### src/rtl/div_pkg.sv
// rtl/div_pkg.sv - shared constants and state encoding for the sequential divider
package div_pkg;

    localparam int DW_DEF = 16;
    localparam int VW_DEF = 8;
    localparam int CNT_W  = $clog2(DW_DEF);

    localparam logic [DW_DEF-1:0] QUOT_ONES = {DW_DEF{1'b1}};

    typedef enum logic [1:0] {
        IDLE = 2'd0,
        CALC = 2'd1,
        DONE = 2'd2
    } state_e;

endpackage

### src/rtl/div_step.sv
// rtl/div_step.sv - one combinational restoring-division iteration
module div_step #(
    parameter int VW = 8
) (
    input  logic [VW:0]   part_i,
    input  logic [VW-1:0] divisor_i,
    input  logic          dbit_i,
    output logic [VW:0]   part_o,
    output logic          qbit_o
);

    logic [VW+1:0] shifted;
    logic [VW+1:0] trial;

    // Partial remainder is always below the divisor, so the shifted value
    // fits in VW+1 bits and the extra top bit of trial acts as the borrow.
    always_comb begin
        shifted = {part_i, dbit_i};
        trial   = shifted - {2'b00, divisor_i};
        qbit_o  = ~trial[VW+1];
        part_o  = (VW+1)'(qbit_o ? trial : shifted);
    end

endmodule

### src/rtl/seq_divider_16x8.sv
// rtl/seq_divider_16x8.sv - radix-2 restoring divider, one quotient bit per clock
module seq_divider_16x8
    import div_pkg::*;
#(
    parameter int DW = DW_DEF,
    parameter int VW = VW_DEF
) (
    input  logic          clk,
    input  logic          rst,
    input  logic          in_valid,
    output logic          in_ready,
    input  logic [DW-1:0] dividend,
    input  logic [VW-1:0] divisor,
    output logic          out_valid,
    input  logic          out_ready,
    output logic [DW-1:0] quotient,
    output logic [VW-1:0] remainder,
    output logic          div_by_zero
);

    state_e           state_q, state_d;
    logic [DW-1:0]    dvd_q, dvd_d;
    logic [VW-1:0]    dsr_q, dsr_d;
    logic [VW:0]      part_q, part_d;
    logic [CNT_W-1:0] cnt_q, cnt_d;
    logic [DW-1:0]    quot_q, quot_d;
    logic [VW-1:0]    rem_q, rem_d;
    logic             dbz_q, dbz_d;

    logic [VW:0]      step_part;
    logic             step_qbit;
    logic             accept;
    logic             last_iter;

    div_step #(.VW(VW)) u_step (
        .part_i    (part_q),
        .divisor_i (dsr_q),
        .dbit_i    (dvd_q[DW-1]),
        .part_o    (step_part),
        .qbit_o    (step_qbit)
    );

    assign accept    = in_valid & in_ready;
    assign last_iter = (state_q == CALC) && (cnt_q == '0);

    always_ff @(posedge clk) begin
        if (rst) begin
            state_q <= IDLE;
        end else begin
            state_q <= state_d;
        end
    end

    always_comb begin
        state_d = state_q;
        unique case (state_q)
            IDLE: if (accept) state_d = (divisor == '0) ? DONE : CALC;
            CALC: if (cnt_q == '0) state_d = DONE;
            DONE: if (out_ready) state_d = IDLE;
            default: state_d = IDLE;
        endcase
    end

    always_comb begin
        in_ready  = 1'b0;
        out_valid = 1'b0;
        unique case (state_q)
            IDLE:    in_ready  = 1'b1;
            DONE:    out_valid = 1'b1;
            default: ;
        endcase
    end

    // The dividend register doubles as the quotient shifter: dividend bits
    // leave at the top while quotient bits enter at the bottom.
    always_comb begin
        dvd_d  = dvd_q;
        dsr_d  = dsr_q;
        part_d = part_q;
        cnt_d  = cnt_q;
        quot_d = quot_q;
        rem_d  = rem_q;
        dbz_d  = dbz_q;
        if (state_q == IDLE && accept) begin
            dvd_d  = dividend;
            dsr_d  = divisor;
            part_d = '0;
            if (divisor == '0) begin
                cnt_d  = '0;
                quot_d = QUOT_ONES;
                rem_d  = dividend[VW-1:0];
                dbz_d  = 1'b1;
            end else begin
                cnt_d  = CNT_W'(DW - 1);
                dbz_d  = 1'b0;
            end
        end else if (state_q == CALC) begin
            part_d = step_part;
            dvd_d  = {dvd_q[DW-2:0], step_qbit};
            cnt_d  = cnt_q - 1'b1;
            if (last_iter) begin
                quot_d = {dvd_q[DW-2:0], step_qbit};
                rem_d  = step_part[VW-1:0];
            end
        end
    end

    always_ff @(posedge clk) begin
        if (rst) begin
            dvd_q  <= '0;
            dsr_q  <= '0;
            part_q <= '0;
            cnt_q  <= '0;
            quot_q <= '0;
            rem_q  <= '0;
            dbz_q  <= 1'b0;
        end else begin
            dvd_q  <= dvd_d;
            dsr_q  <= dsr_d;
            part_q <= part_d;
            cnt_q  <= cnt_d;
            quot_q <= quot_d;
            rem_q  <= rem_d;
            dbz_q  <= dbz_d;
        end
    end

    assign quotient    = quot_q;
    assign remainder   = rem_q;
    assign div_by_zero = dbz_q;

endmodule
### config.mk
export PLATFORM = sky130hd
export DESIGN_NAME = seq_divider_16x8
export DESIGN_NICKNAME = d
export VERILOG_FILES = /design/src/rtl/div_pkg.sv /design/src/rtl/div_step.sv /design/src/rtl/seq_divider_16x8.sv
export SDC_FILE = /design/constraint.sdc
export NUM_CORES = 1
export LEC_CHECK = 0
export CORE_MARGIN = 4
export CORE_UTILIZATION = 45
export CTS_CLUSTER_SIZE = 12
export DETAILED_ROUTE_END_ITERATION = 16
export PLACE_DENSITY = 0.7
export RECOVER_POWER = 25
export SYNTH_ARGS = -nofsm -noshare
export SYNTH_HDL_FRONTEND = slang
export SYNTH_SLANG_ARGS = --single-unit
### constraint.sdc
create_clock -name clk -period 3.06 [get_ports clk]
set_clock_uncertainty 0.15 [all_clocks]
set_input_delay 0.612 -clock clk [delete_from_list [all_inputs] [get_ports clk]]
set_output_delay 0.612 -clock clk [all_outputs]
set_load 0.02 [all_outputs]
==> summary.md <==
| Metric | Value |
|---|---|
| Crit share post-route | 0.906 |
| Top_reg_cell synth | dfxtp_1 |
| Post-CTS sizing | 0 |
| Tmin final | between 2 and 3 ns |
| #FFs+latches synth | 64 |
| Vias in the first global route | about 2800 |
| Netlist cell types | between 40 and 50 |
| GRT Total Usage | 0.202 |
| Drt wl/cell | about 15 µm |
| Kind of start point of the critical path | flop |
| Synth-to-Final Area Change | 26.5% |
| Ports | 55 |
| Slew headroom | 0.427 |
| FF-to-FF setup slack | around 0.29 ns |
| Initial core utilization | 0.459 |
| Residual DRC | 0 |
| CTS Buf Count | 9 |
| Leak | ~0.0015 µW |
| Total gr overflow | 0 |
| Die area | a little over 8000 µm² |
| Synth Instances | roughly 400 |
| Post-CTS Setup Bufs | 0 |
| Synth area leader | dfxtp_1 |
| Drt total wl | ~8 mm |
| RSZ-0062 raised after global routing | no |
| Setup violations, final | 0 |
| FILL cells | between 600 and 700 |
| Async set-reset flop share out of synthesis | 0 |
| Die Y | roughly 91 µm |
| Status | finished, final reports clean |
| Multi-input gate area in the final layout | 1670 µm² |
| Die Wd | slightly above 90 µm |
| Seq. cell area | between 1000 and 1500 µm² |
| HPWL Detailed | 5.90 mm |
| Critical path type | flop to flop |
| Synth warn | 0 |
| Maximum VDD drop | between 0.0003 and 0.0004 V |
| Tightest Pin Transition | 0.859 ns |
| Sequential area share after synthesis | 0.413 |
| Final hold viol count | 0 |
| Area after DPL | roughly 3700 µm² |
| Initial antenna violation count | 0 |
| Worst Path Required | 3.09 ns |
| Port-buffer cells | 54 |
| Core area | between 6000 and 7000 µm² |
| Initial drt markers | between 150 and 200 |
| Clk slew on worst S/H paths | approximately 0.070 ns |
| Fin area | just under 4000 µm² |
| Achievable Freq | between 300 and 400 MHz |
| Top post-synthesis cells by area | dfxtp_1 (41%), nor2_1 (6.9%), a21oi_1 (6.5%) |
| CP Max Fanout | 9 |
| Most frequent cells in the layout | dfxtp_1 (64), nor2_1 (56), clkdlybuf4s50_1 (52), nand2_1 (48), a21oi_1 (40) |
| DR vias/cell | between 5 and 6 |
| Critical path arrival | ~2.8 ns |
| TNS Setup | 0 ns |
| CTS tree | built |
| Post-Syn Area per Cell | 7.82 µm² |
| Number of flops mapped to enable cells by yosys | 0 |
| Routed Antenna Nets | 0 |
| Largest net degree at the start of global routing | 31 |
| CTS root buffer | clkbuf_8 |
| CP Capture Type | flop |
| Diodes inserted | 0 |
| DR vias | around 3000 |
| Final #Nets | 488 |
| CTS Buffer Depth | 2 |
| Layout cells sized above 1 | 0.0879 |
| Hold-fix buffers at CTS | 0 |
| Final Slew Violations | 0 |
| CTS H-Tree Depth | 3 |
| Pwr per Cell Area | between 600 and 700 nW/µm² |
| Top cell type's share of synthesized area | 0.413 |
| Insertion delay to the later sink of the worst-skew pair | 0.34 ns |
| Site Rows | 30 |
| Post-synthesis net count | between 400 and 500 |
| Global-route wire length before repair | around 14 mm |
| GPL Wtd Cong | about 0.83 |
| Worst Hold Class | flop to flop |
| Max Cap Viol | 0 |
| Commonest non-fill, non-tap cell in the layout | dfxtp_1 |
| First-pass DRT Iterations | 4 |
| Synth Cell Area | slightly above 3000 µm² |
| Clock Sinks | 64 |
==> synth_stat cells, types with 4 or more instances <==
| master | count |
|---|---|
| clkbuf_1 | 24 |
| dfxtp_1 | 64 |
| a21oi_1 | 40 |
| nor4_1 | 11 |
| inv_1 | 14 |
| a31oi_1 | 6 |
| nand2b_1 | 4 |
| mux2i_1 | 4 |
| o21ai_0 | 18 |
| nand3_1 | 7 |
| nor3_1 | 32 |
| nor2_1 | 57 |
| ha_1 | 9 |
| nand2_1 | 48 |
| a22oi_1 | 12 |
| xnor2_1 | 5 |
==> registers in the layout, summed over array words and instances, names as in the netlist <==
| register | count |
|---|---|
| cnt_q | 4 |
| div_by_zero | 1 |
| dsr_q | 8 |
| dvd_q | 16 |
| part_q | 9 |
| quotient | 16 |
| remainder | 8 |
| state_q | 2 |
==> routing by layer <==
| layer | share of wire | up-vias | GRT usage |
|---|---|---|---|
| met2 | 0.49 | 58 | 0.338 |
| met1 | 0.45 | 1357 | 0.245 |
| met5 | 0 | - | 0 |
| li1 | - | 1499 | - |
| met4 | 0.017 | 0 | 0.0779 |
| met3 | 0.047 | 10 | 0.0588 |
==> critical path: stages, from the launching register on <==
cell       delay [ns]
dfxtp_1          0.32
inv_1            0.04
ha_1             0.34
a21oi_1          0.18
nand2_1          0.10
o211a_4          0.26
nor3_4           0.31
xnor2_2          0.27
mux2i_1          0.13
a2111oi_0        0.51
==> path summary, 6_finish.rpt <==
path,endpoint,from,cells after the start
worst max-delay path,part_q[6],dsr_q[4],9
worst min register to register,dsr_q[3],dsr_q[3],2
worst min-delay path,dsr_q[3],dsr_q[3],2
worst max register to register,part_q[6],dsr_q[4],9
==> layout make-up <==
cell class	count	share of cell area
Multi-Input combinational cell	293	0.424
Sequential cell	64	0.326
Timing Repair Buffer	68	0.160
Clock buffer	11	0.0360
Tap cell	80	0.0255
Clock inverter	5	0.0143
Inverter	14	0.0134
==> stage by stage <==
step / hold slack [ns] / total power [µW] / util / std cells / setup slack, ns
6_report: 0.305 / 2410 / 0.581 / 535 / 0.287
5_1_grt: 0.325 / 2560 / 0.581 / 535 / 0.0970
4_1_cts: 0.306 / 2430 / 0.583 / 535 / 0.303
3_5_place_dp: 0.297 / 1710 / 0.554 / 519 / 0.266
3_3_place_gp: 0.294 / 1700 / 0.554 / 519 / 0.347
2_1_floorplan: 0.286 / 1500 / - / 397 / 0.646
==> cell families (layout without fill, tap and decap cells) <==
| kind of cell | after synthesis | after routing | share of synthesized area |
|---|---|---|---|
| and+or+nand+nor | 172 | 172 | 0.252 |
| AOI/OAI and AO/OA | 98 | 98 | 0.197 |
| DFF | 64 | 64 | 0.413 |
| buffers and inverters | 40 | 98 | 0.0512 |
| adders and majority gates | 10 | 10 | 0.0427 |
| muxes | 7 | 7 | 0.0250 |
| xor gates and xnor gates | 6 | 6 | 0.0194 |
==> power breakdown <==
group,total [µW],internal (µW),switching (µW)
logic,723,318,405
registers,968,908,59.3
clock network,723,397,326
total,2410,1620,790
Note: power is estimated with default switching activity, not from simulation.
